**config.mk**
```make
export PLATFORM = sky130hd
export DESIGN_NAME = cc_transition_sequencer
export DESIGN_NICKNAME = d
export VERILOG_FILES = /design/src/rtl/cc_transition_sequencer.sv
export SDC_FILE = /design/constraint.sdc
export NUM_CORES = 1
export LEC_CHECK = 0
export CAP_MARGIN = 20
export CORE_ASPECT_RATIO = 1.25
export CORE_UTILIZATION = 45
export DETAILED_ROUTE_END_ITERATION = 6
export PLACE_DENSITY = 0.68
export RECOVER_POWER = 25
export SKIP_LAST_GASP = 1
export SLEW_MARGIN = 20
export SYNTH_ARGS = -nofsm -noshare
export SYNTH_HDL_FRONTEND = slang
export SYNTH_SLANG_ARGS = --single-unit
```
**constraint.sdc**
```tcl
create_clock -name CC_TRANSITIONSEQUENCER_CLOCK_50 -period 2.2 [get_ports CC_TRANSITIONSEQUENCER_CLOCK_50]
set_input_delay 0.22 -clock CC_TRANSITIONSEQUENCER_CLOCK_50 [delete_from_list [all_inputs] [get_ports CC_TRANSITIONSEQUENCER_CLOCK_50]]
set_output_delay 0.22 -clock CC_TRANSITIONSEQUENCER_CLOCK_50 [all_outputs]
set_load 0.03 [all_outputs]
```
**src/rtl/cc_transition_sequencer.sv**
```systemverilog
// Level-transition banner sequencer: drives the fixed-transition ROM code, strobes the
// init-register load, holds the banner for HOLD_TICKS frame ticks, then restores gameplay.
module cc_transition_sequencer #(
  parameter int HOLD_TICKS = 8,
  parameter int CNT_W      = 8
) (
  input  logic       CC_TRANSITIONSEQUENCER_CLOCK_50,
  input  logic       CC_TRANSITIONSEQUENCER_RESET_InHigh,
  input  logic       CC_TRANSITIONSEQUENCER_start_InHigh,
  input  logic [2:0] CC_TRANSITIONSEQUENCER_level_InBUS,
  input  logic       CC_TRANSITIONSEQUENCER_tick_InHigh,
  input  logic       CC_TRANSITIONSEQUENCER_skip_InHigh,
  output logic [2:0] CC_TRANSITIONSEQUENCER_transition_OutBUS,
  output logic       CC_TRANSITIONSEQUENCER_load_OutHigh,
  output logic       CC_TRANSITIONSEQUENCER_busy_OutHigh,
  output logic       CC_TRANSITIONSEQUENCER_done_OutHigh
);

  typedef enum logic [2:0] {
    S_IDLE    = 3'd0,
    S_SHOW    = 3'd1,
    S_HOLD    = 3'd2,
    S_RESTORE = 3'd3,
    S_DONE    = 3'd4
  } state_t;

  localparam logic [CNT_W-1:0] LAST_CNT = CNT_W'(HOLD_TICKS - 1);

  state_t           state_q, state_d;
  logic [CNT_W-1:0] cnt_q, cnt_d;
  logic [2:0]       level_q, level_d;
  logic [2:0]       trans_q, trans_d;
  logic             load_q, load_d;
  logic             busy_q, busy_d;
  logic             done_q, done_d;
  logic             accept;
  logic             level_ok;

  assign accept   = (state_q == S_IDLE) && CC_TRANSITIONSEQUENCER_start_InHigh;
  assign level_ok = (CC_TRANSITIONSEQUENCER_level_InBUS >= 3'd1) &&
                    (CC_TRANSITIONSEQUENCER_level_InBUS <= 3'd5);

  always_ff @(posedge CC_TRANSITIONSEQUENCER_CLOCK_50) begin
    if (CC_TRANSITIONSEQUENCER_RESET_InHigh) begin
      state_q <= S_IDLE;
      cnt_q   <= '0;
      level_q <= 3'd0;
      trans_q <= 3'd0;
      load_q  <= 1'b0;
      busy_q  <= 1'b0;
      done_q  <= 1'b0;
    end else begin
      state_q <= state_d;
      cnt_q   <= cnt_d;
      level_q <= level_d;
      trans_q <= trans_d;
      load_q  <= load_d;
      busy_q  <= busy_d;
      done_q  <= done_d;
    end
  end

  always_comb begin
    state_d = state_q;
    cnt_d   = cnt_q;
    level_d = level_q;
    unique case (state_q)
      S_IDLE: begin
        if (accept) begin
          level_d = CC_TRANSITIONSEQUENCER_level_InBUS;
          state_d = level_ok ? S_SHOW : S_RESTORE;
        end
      end
      S_SHOW: begin
        cnt_d   = '0;
        state_d = S_HOLD;
      end
      S_HOLD: begin
        // skip wins; a coincident final tick still yields a single exit
        if (CC_TRANSITIONSEQUENCER_skip_InHigh ||
            (CC_TRANSITIONSEQUENCER_tick_InHigh && (cnt_q == LAST_CNT))) begin
          state_d = S_RESTORE;
        end else if (CC_TRANSITIONSEQUENCER_tick_InHigh) begin
          cnt_d = cnt_q + 1'b1;
        end
      end
      S_RESTORE: state_d = S_DONE;
      S_DONE:    state_d = S_IDLE;
      default:   state_d = S_IDLE;
    endcase
  end

  // Outputs are decoded from the state being entered so they are registered on entry.
  always_comb begin
    trans_d = 3'd0;
    load_d  = 1'b0;
    busy_d  = 1'b0;
    done_d  = 1'b0;
    unique case (state_d)
      S_SHOW: begin
        trans_d = level_d;
        load_d  = 1'b1;
        busy_d  = 1'b1;
      end
      S_HOLD: begin
        trans_d = level_d;
        busy_d  = 1'b1;
      end
      S_RESTORE: begin
        load_d = 1'b1;
        busy_d = 1'b1;
      end
      S_DONE: begin
        done_d = 1'b1;
        busy_d = 1'b1;
      end
      default: ;
    endcase
  end

  assign CC_TRANSITIONSEQUENCER_transition_OutBUS = trans_q;
  assign CC_TRANSITIONSEQUENCER_load_OutHigh      = load_q;
  assign CC_TRANSITIONSEQUENCER_busy_OutHigh      = busy_q;
  assign CC_TRANSITIONSEQUENCER_done_OutHigh      = done_q;

endmodule

```
---- After elaboration in Yosys (flattened, before gate mapping) ----
Cells that the tools add are included.
word-level totals
  bits in registers ....................... 20
  input port bits ......................... 8
  output and inout port bits .............. 6
  word-level logic and storage cells ...... 44
cells by class
  $add $sub $neg .......................... 1
  magnitude comparators ................... 2
  equality and inequality tests ........... 10
  mux-type cells .......................... 12
  bitwise operators ....................... 1
  reductions and logical operators ........ 11
operators with widths
  kind                 number
  $mux 8               2
  $pmux 8 s2           1
  $eq 3x2->1 const B   4
  $mux 3               4
  $pmux 3 s4           1
  $add 8x1->8 const B  1
  $eq 8x3->1 const B   1
  $eq 3x1->1 const B   2
  $reduce_or 2->1      3
  $ne 2x2->1 const B   2
  $reduce_or 4->1      1
  $eq 3x3->1 const B   1
  $ge 3x1->1 const B   1
  $le 3x3->1 const B   1
  $logic_and 1x1->1    3
  $logic_not 3->1      1
  $mux 1               3
  $reduce_and 3->1     1
  $mux 2               1
  $reduce_bool 2->1    1
  $logic_or 1x1->1     1
  $not 1->1            1

---- Depth between registers and ports, before layout ----
Gate-level depths: netlist of the first run.
  depth after elaboration ................. 9
  gate-level depth with buffers ........... 5
  depth with buffers taken out ............ 5

---- Worst setup path before layout of the first run ----
OpenSTA, ideal clock, no wires.
  path type ............................... register -> register
  start ................................... register cnt_q[4]
  end ..................................... register cnt_q[2]
  setup time .............................. 61 ps
  arrival ................................. 1606 ps
  required time ........................... 2139 ps
  slack ................................... 533 ps
  stages on the path, launching flop included .. 5
  path buffers ............................ 0
  period minus slack after synthesis ...... 1667 ps
  cell sequence ........................... dfxtp_1 or4_4 o2111a_2 a2111oi_2 nand2b_1
on the way
  word-level cells in the longest chain between the ends .. 5
RTL lines
  item                               line  text
  from (decl)                        30    logic [CNT_W-1:0] cnt_q, cnt_d;
  from (signal assigned)             54    cnt_q <= cnt_d;
  $eq 8x3->1                         81    (CC_TRANSITIONSEQUENCER_tick_InHigh && (cnt_q == LAST_CNT))) begin
  $logic_and 1x1->1                  81
  $logic_or 1x1->1                   80    if (CC_TRANSITIONSEQUENCER_skip_InHigh ||
  $ne 2x2->1 (no source line)        --
  $reduce_and 3->1 (no source line)  --
Every way passes these cells.
A chain may end at the register's enable or synchronous reset.

---- Worst setup path in the final report of the first run ----
  start ................................... register cnt_q[4]
  end ..................................... register cnt_q[0]
The elaborated chain is that of the path after synthesis.

==> flow_summary_export.csv, run 1 <==
group,metric,value,unit
worst_setup_path,r2r-end,"cnt_q[0]",
worst_setup_path,arrival,1.99,ns
worst_setup_path,cp_max_fo,6,
logic_synthesis,synth_commonest_cells,"20 x dfxtp_1, 8 x a21oi_1, 7 x mux2i_1, 7 x o2111ai_1, 6 x nand2_1",
logic_synthesis,async_flop_share,0,%
clock_network,clk_pin_slew,0.10,ns
timing,report.final.setup_viol,0,
placement,place_area,1130,sq um
cells_and_area,layout-drive-gt1-share,13.6,%
floorplan,die_x,43.4,um
logic_synthesis,synth_top_area_cell,"dfxtp_1",
clock_network,cts_hold_buf,0,
clock_network,cts_sinks,20,
drt,drt-initial-drc-count,16,
worst_setup_path,start_kind,"register",
timing,slew_headroom,64.2,%
logic_synthesis,ys_types,32,
drt,wl_met1,927,um
clock_network,cts_resized,0,
clock_network,clock_path_buffers,2,
job,max_cap_viol_count,0,
worst_hold_path,holdPathStages,2,
timing,timing.hold.ws,0.485,ns
drt,drt-pass1-iter-count,6,
timing,min_period,1.79,ns
logic_synthesis,synth_edf_count,0,
timing,fmax,558,MHz
worst_hold_path,holdPathEnd,"cnt_q[7]",
worst_setup_path,worstSetupPathType,"register to register",
drt,top_layer_used,"met4",
placement,post-place-ws,0.314,ns
pwr,power.leakage,0.436,nW
floorplan,core,2000,sq um
global_routing,grt_pass1_wl,3.49,mm
drt,postRouteAntennaNets,0,
logic_synthesis,synth_nets,112,
worst_hold_path,min_from,"cnt_q[7]",
logic_synthesis,yosysWarnings,0,
logic_synthesis,synth.cell_area,965,sq um
global_routing,grt_usage,20.2,%
floorplan,io-pin-count,14,
pwr,powerDensity,630,nW/um^2
clock_network,h-tree-depth,1,
clock_network,clk_latency,0.29,ns
timing,period_share,81.5,%
timing,setup_slack,0.407,ns
logic_synthesis,yosysMostFrequentCell,"dfxtp_1",
worst_setup_path,crit_slowest_cell,"or4_4",
logic_synthesis,syn_inst,103,
floorplan,fp.dieH,53.8,um
worst_setup_path,timing.critical_path.cells,"or4_4 -> o2111ai_1 -> a21oi_1 -> o21a_1",
placement,dp_hpwl,1.56,mm
timing,fin_skew,0.000819,ns
timing,timing.setup.tns,0,ns
drt,avgViaCountPerCell,6.13,
global_routing,antenna_found_initial,0,
clock_network,cts_tree,"built",
pwr,ir_drop,0.000355,V
cells_and_area,n_antenna_cell,0,
timing,hold_violations,0,
worst_setup_path,worstReg2RegStart,"cnt_q[4]",
timing,drv_slew,0,
logic_synthesis,synthTopCellsByArea,"dfxtp_1 42%, mux2i_1 7.3%, o2111ai_1 6.4%",
clock_network,cts_setup_buffers,0,
drt,drc,2,
worst_setup_path,critical_path_required,2.39,ns
run_status,violations,"design-rule violations",
global_routing,grt_pass1_vias,816,
worst_setup_path,worstRegToRegCells,4,
cells_and_area,nets,129,
logic_synthesis,synth-seq-cells,20,
worst_hold_path,hold_class,"register to register",
floorplan,initial_core_util,48.1,%
timing,rsz0062_at_grt,"false",
placement,gp_congestion,0.822,
clock_network,cts-buffers-inserted,3,
cells_and_area,postLayoutCellArea,1150,sq um
floorplan,dieArea,2330,sq um
global_routing,grt_max_degree,12,
drt,wl_met2,1.08,mm
clock_network,clockRootBuffer,"clkbuf_4",
worst_setup_path,cp-end-kind,"register",
logic_synthesis,synth.avg_cell_area,9.37,sq um
run_status,status,"complete, but fails checks",
worst_setup_path,r2r_setup_slack,0.41,ns
drt,wl_met3,62,um
timing,worst_pin_slew,0.536,ns
logic_synthesis,synth_top_area_share,41.5,%
floorplan,rows,18,
cells_and_area,area_delta_synth_final,18.8,%
global_routing,overflow,0,
logic_synthesis,ys_seq_area_share,41.5,%
drt,wl_per_cell,15.1,um
drt,wirelength,2.08,mm
worst_setup_path,crit_path_max_incr_delay,0.55,ns
placement,numPortBuffers,13,
drt,vias,846,
logic_synthesis,synth_ff_type,"dfxtp_1",
-- worst max-delay path, delay by kind of cell (launching register included) --
kind / cells / cell delay [ns]
DFF: 1 / 0.35
AOI/OAI and AO/OA: 3 / 0.79
and+or+nand+nor: 1 / 0.55
-- kinds of logic (layout without fill, tap and decap cells) --
group,Yosys count,after routing,synth area share [%]
adders and majority gates,1,1,1.30
muxes,10,10,10.8
buffers and inverters,8,23,3.11
DFF,20,20,41.5
AOI/OAI and AO/OA,23,23,17.9
and+or+nand+nor,41,41,25.4
-- cells in the final DEF (no fill, tap or decap), types with 3 or more instances in the layout --
master and instances:
nand3_1 4, nor3_1 4, clkdlybuf4s50_1 10, nor2_1 4, and2_1 4, mux2_2 3
dlygate4sd3_1 3, clkbuf_4 3, a21oi_1 8, or3_1 3, nand2_1 6, nand4_1 3
o2111ai_1 7, inv_1 4, dfxtp_1 20, mux2i_1 7
-- state kept, by name, indices dropped and copies added, names as in the netlist --
signal / count
state_q: 3
CC_TRANSITIONSEQUENCER_busy_OutHigh: 1
CC_TRANSITIONSEQUENCER_transition_OutBUS: 3
CC_TRANSITIONSEQUENCER_load_OutHigh: 1
CC_TRANSITIONSEQUENCER_done_OutHigh: 1
cnt_q: 8
level_q: 3
-- worst max path at each step --
stage,startpoint,end,slack [ns],depth (start not counted)
floorplan,cnt_q[4],cnt_q[2],0.53,4
global placement,CC_TRANSITIONSEQUENCER_start_InHigh,CC_TRANSITIONSEQUENCER_transition_OutBUS[2],0.33,5
detailed placement,CC_TRANSITIONSEQUENCER_start_InHigh,CC_TRANSITIONSEQUENCER_transition_OutBUS[0],0.31,5
CTS,cnt_q[4],cnt_q[0],0.40,4
global route,cnt_q[4],cnt_q[2],0.31,4
finish,cnt_q[4],cnt_q[0],0.41,4
-- where the power goes --
group | internal [W] | switching [W]
Clock | 0.0000636 | 0.000100
Sequential | 0.000382 | 0.0000145
Combinational | 0.0000717 | 0.0000900
-- cell type report --
class	count	area, sq um
flip-flops and latches	20	400
well taps	20	25.0
multi-input cells	75	534
fillers	189	858
repair buffers	16	149
inverters	4	15.0
clock buffers	3	22.5
-- per-layer routing --
layer | GRT usage, % | vias to the layer above
li1 | - | 425
met1 | 22.8 | 408
met2 | 37.9 | 11
met3 | 2.68 | 2
met4 | 8.85 | 0
met5 | 0 | -
-- per-stage QoR --
stage | power (W) | util, % | std cells
finish | 0.000722 | 57.2 | 138
global route | 0.000762 | 57.2 | 138
global placement | 0.000565 | 56.2 | 135
detailed placement | 0.000568 | 56.2 | 135
CTS | 0.000734 | 57.4 | 138
floorplan | 0.000506 | - | 103
Note: power is estimated with default switching activity, not from simulation.
==> run 2: changes to the inputs <==
--- a/config.mk
+++ b/config.mk
@@ -9,7 +9,7 @@
 export CORE_ASPECT_RATIO = 1.25
 export CORE_UTILIZATION = 45
 export DETAILED_ROUTE_END_ITERATION = 6
-export PLACE_DENSITY = 0.68
+export PLACE_DENSITY = 0.71
 export RECOVER_POWER = 25
 export SKIP_LAST_GASP = 1
 export SLEW_MARGIN = 20
==> constraint.sdc (replaced) <==
create_clock -name CC_TRANSITIONSEQUENCER_CLOCK_50 -period 1.6 [get_ports CC_TRANSITIONSEQUENCER_CLOCK_50]
set_input_delay 0.16 -clock CC_TRANSITIONSEQUENCER_CLOCK_50 [delete_from_list [all_inputs] [get_ports CC_TRANSITIONSEQUENCER_CLOCK_50]]
set_output_delay 0.16 -clock CC_TRANSITIONSEQUENCER_CLOCK_50 [all_outputs]
set_load 0.03 [all_outputs]
==> flow_summary_export.csv, run 2 (synthesis results as in run 1) <==
group,metric,value,unit
run_status,status,"complete, but fails checks",
run_status,violations,"design-rule violations, negative setup slack",
cells_and_area,area_delta_synth_final,40.9,%
worst_hold_path,holdPathEnd,"cnt_q[1]",
worst_setup_path,cp_max_fo,5,
drt,postRouteAntennaNets,0,
placement,numPortBuffers,13,
worst_hold_path,min_from,"cnt_q[1]",
worst_setup_path,cp-end-kind,"register",
placement,gp_congestion,0.814,
global_routing,antenna_found_initial,0,
floorplan,core,2000,sq um
cells_and_area,stdcell_count,157,
cells_and_area,top_register,"cnt_q",
pwr,power.leakage,0.547,nW
floorplan,rows,18,
drt,wl_met1,1.06,mm
global_routing,grt_pass1_wl,3.76,mm
global_routing,overflow,0,
placement,dp_hpwl,1.68,mm
worst_setup_path,critical_path_required,1.80,ns
cells_and_area,n_antenna_cell,0,
drt,wl_met3,69,um
worst_setup_path,start_kind,"register",
clock_network,cts_tree,"built",
worst_setup_path,worstReg2RegStart,"cnt_q[4]",
clock_network,clk_pin_slew,0.12,ns
global_routing,grt_pass1_vias,894,
job,max_cap_viol_count,0,
cells_and_area,layout-drive-gt1-share,31.4,%
worst_setup_path,r2r_setup_slack,-0.13,ns
timing,report.final.setup_viol,4,
worst_setup_path,worstSetupPathType,"register to register",
drt,drt-pass1-iter-count,6,
pwr,switchingPower,0.000327,W
drt,wl_per_cell,15.4,um
drt,top_layer_used,"met4",
clock_network,cts_sinks,20,
cells_and_area,nets,147,
pwr,pwr-share-comb,22.9,%
drt,drc,2,
worst_setup_path,cp_top_family,"compound AO/OA/AOI/OAI gates",
floorplan,initial_core_util,48.1,%
global_routing,grt_usage,21.9,%
clock_network,h-tree-depth,1,
timing,timing.setup.tns,-0.377,ns
clock_network,cts-buffers-inserted,3,
pwr,ir_drop,0.000765,V
floorplan,io-pin-count,14,
floorplan,fp.dieH,53.8,um
drt,avgViaCountPerCell,6.01,
drt,drt-initial-drc-count,20,
clock_network,clockRootBuffer,"clkbuf_4",
worst_hold_path,hold_class,"register to register",
worst_setup_path,timing.critical_path.cells,"or4_4 -> o2111a_2 -> buf_6 -> o211ai_1 -> a21oi_1",
timing,setup_slack,-0.130,ns
clock_network,clock_path_buffers,2,
global_routing,grt_max_degree,13,
floorplan,dieArea,2330,sq um
clock_network,clk_latency,0.31,ns
timing,worst_pin_slew,0.460,ns
worst_setup_path,r2r-end,"cnt_q[1]",
pwr,seqPwrFrac,43.6,%
worst_setup_path,crit_slowest_cell,"or4_4",
timing,fmax,578,MHz
floorplan,die_x,43.4,um
worst_setup_path,path_buf_inv,1,
timing,drv_slew,0,
worst_setup_path,arrival,1.93,ns
worst_setup_path,crit_path_max_incr_delay,0.54,ns
pwr,pwr-share-clk,33.5,%
worst_setup_path,worstRegToRegCells,5,
timing,rsz0062_at_grt,"true",
drt,wirelength,2.42,mm
drt,wl_met2,1.25,mm
cells_and_area,final_cell_mix,"18 x buf_4, 16 x dfxtp_1, 12 x clkdlybuf4s50_1, 8 x a21oi_1, 7 x mux2i_1",
pwr,intPower,0.000917,W
drt,vias,943,
timing,hold_violations,0,
timing,min_period,1.73,ns
cells_and_area,largest_reg_flops,8,
worst_hold_path,holdPathStages,2,
timing,period_share,108,%
placement,dp_cells,150,
pwr,swShare,26.3,%
timing,fin_skew,0.00168,ns
pwr,powerDensity,915,nW/um^2
cells_and_area,final_common_cell,"buf_4",
timing,slew_headroom,69.3,%
==> run 2: cell types whose count changed in the layout (fill, tap and decap cells not counted), moves of 2 or more <==
cell / before / now
dfxtp_2: 0 / 4
clkdlybuf4s50_1: 10 / 12
o2111ai_1: 7 / 4
dlygate4sd3_1: 3 / 1
buf_4: 2 / 18
o2111ai_2: 0 / 3
dfxtp_1: 20 / 16
==> run 2: how the worst max path moves through the flow <==
stage                                                    from                                           to  slack (ns)  cells after the start
after floorplan                                      cnt_q[7]                                     cnt_q[3]       -0.01                      4
after global placement    CC_TRANSITIONSEQUENCER_start_InHigh  CC_TRANSITIONSEQUENCER_transition_OutBUS[2]       -0.07                      6
after detailed placement  CC_TRANSITIONSEQUENCER_start_InHigh  CC_TRANSITIONSEQUENCER_transition_OutBUS[1]       -0.19                      6
after CTS                                            cnt_q[7]                                     cnt_q[3]       -0.09                      4
after global routing                                 cnt_q[4]                                     cnt_q[1]       -0.16                      5
final                                                cnt_q[4]                                     cnt_q[1]       -0.13                      5
==> run 2: timing repair <==
action | 4_1_cts | 5_1_grt
resized for setup | 7 | 6
pin swaps | 1 | 4
hold buffers | 0 | 0
setup buffers | 1 | 2
endpoints found under the setup margin | 4 | 11
==> run 2: area by class of cell <==
class | instances | area, sq um
Clock inverter | 1 | 30.0
Clock buffer | 3 | 22.5
Inverter | 4 | 15.0
Timing Repair Buffer | 34 | 284
Sequential cell | 20 | 405
Fill cell | 159 | 646
Multi-Input combinational cell | 75 | 577
Tap cell | 20 | 25.0
==> run 2: tightest hold or removal path: cells and delay by family, from the launching register on <==
family           cells  cell delay [ns]
AO/OA/AOI/OAI        1             0.07
AND/OR/NAND/NOR      1             0.08
flip-flops           1             0.34
==> run 2: per-layer routing <==
| layer | vias up | GRT usage, % |
|---|---|---|
| li1 | 460 | - |
| met2 | 21 | 37.9 |
| met4 | 0 | 12.5 |
| met3 | 5 | 2.01 |
| met1 | 457 | 26.5 |
| met5 | - | 0 |
==> run 2: through the flow <==
| step | hold WS (ns) | worst slack [ns] | cell area [sq um] | utilization (%) | power, W |
|---|---|---|---|---|---|
| final | 0.523 | -0.130 | 1360 | 67.8 | 0.00124 |
| after global routing | 0.558 | -0.161 | 1360 | 67.8 | 0.00129 |
| after CTS | 0.492 | -0.0864 | 1320 | 66.0 | 0.00123 |
| after detailed placement | 0.475 | -0.192 | 1240 | 61.9 | 0.000815 |
| after global placement | 0.466 | -0.0744 | 1240 | 61.9 | 0.000808 |
| after floorplan | 0.331 | -0.0102 | 965 | - | 0.000697 |
==> run 2: power by group through the flow <==
stage / clock [W] / combinational, W / sequential [W]
finish: 0.000417 / 0.000285 / 0.000542
global route: 0.000443 / 0.000304 / 0.000547
CTS: 0.000422 / 0.000271 / 0.000541
detailed placement: 0 / 0.000264 / 0.000552
global placement: 0 / 0.000257 / 0.000550
floorplan: 0 / 0.000121 / 0.000576
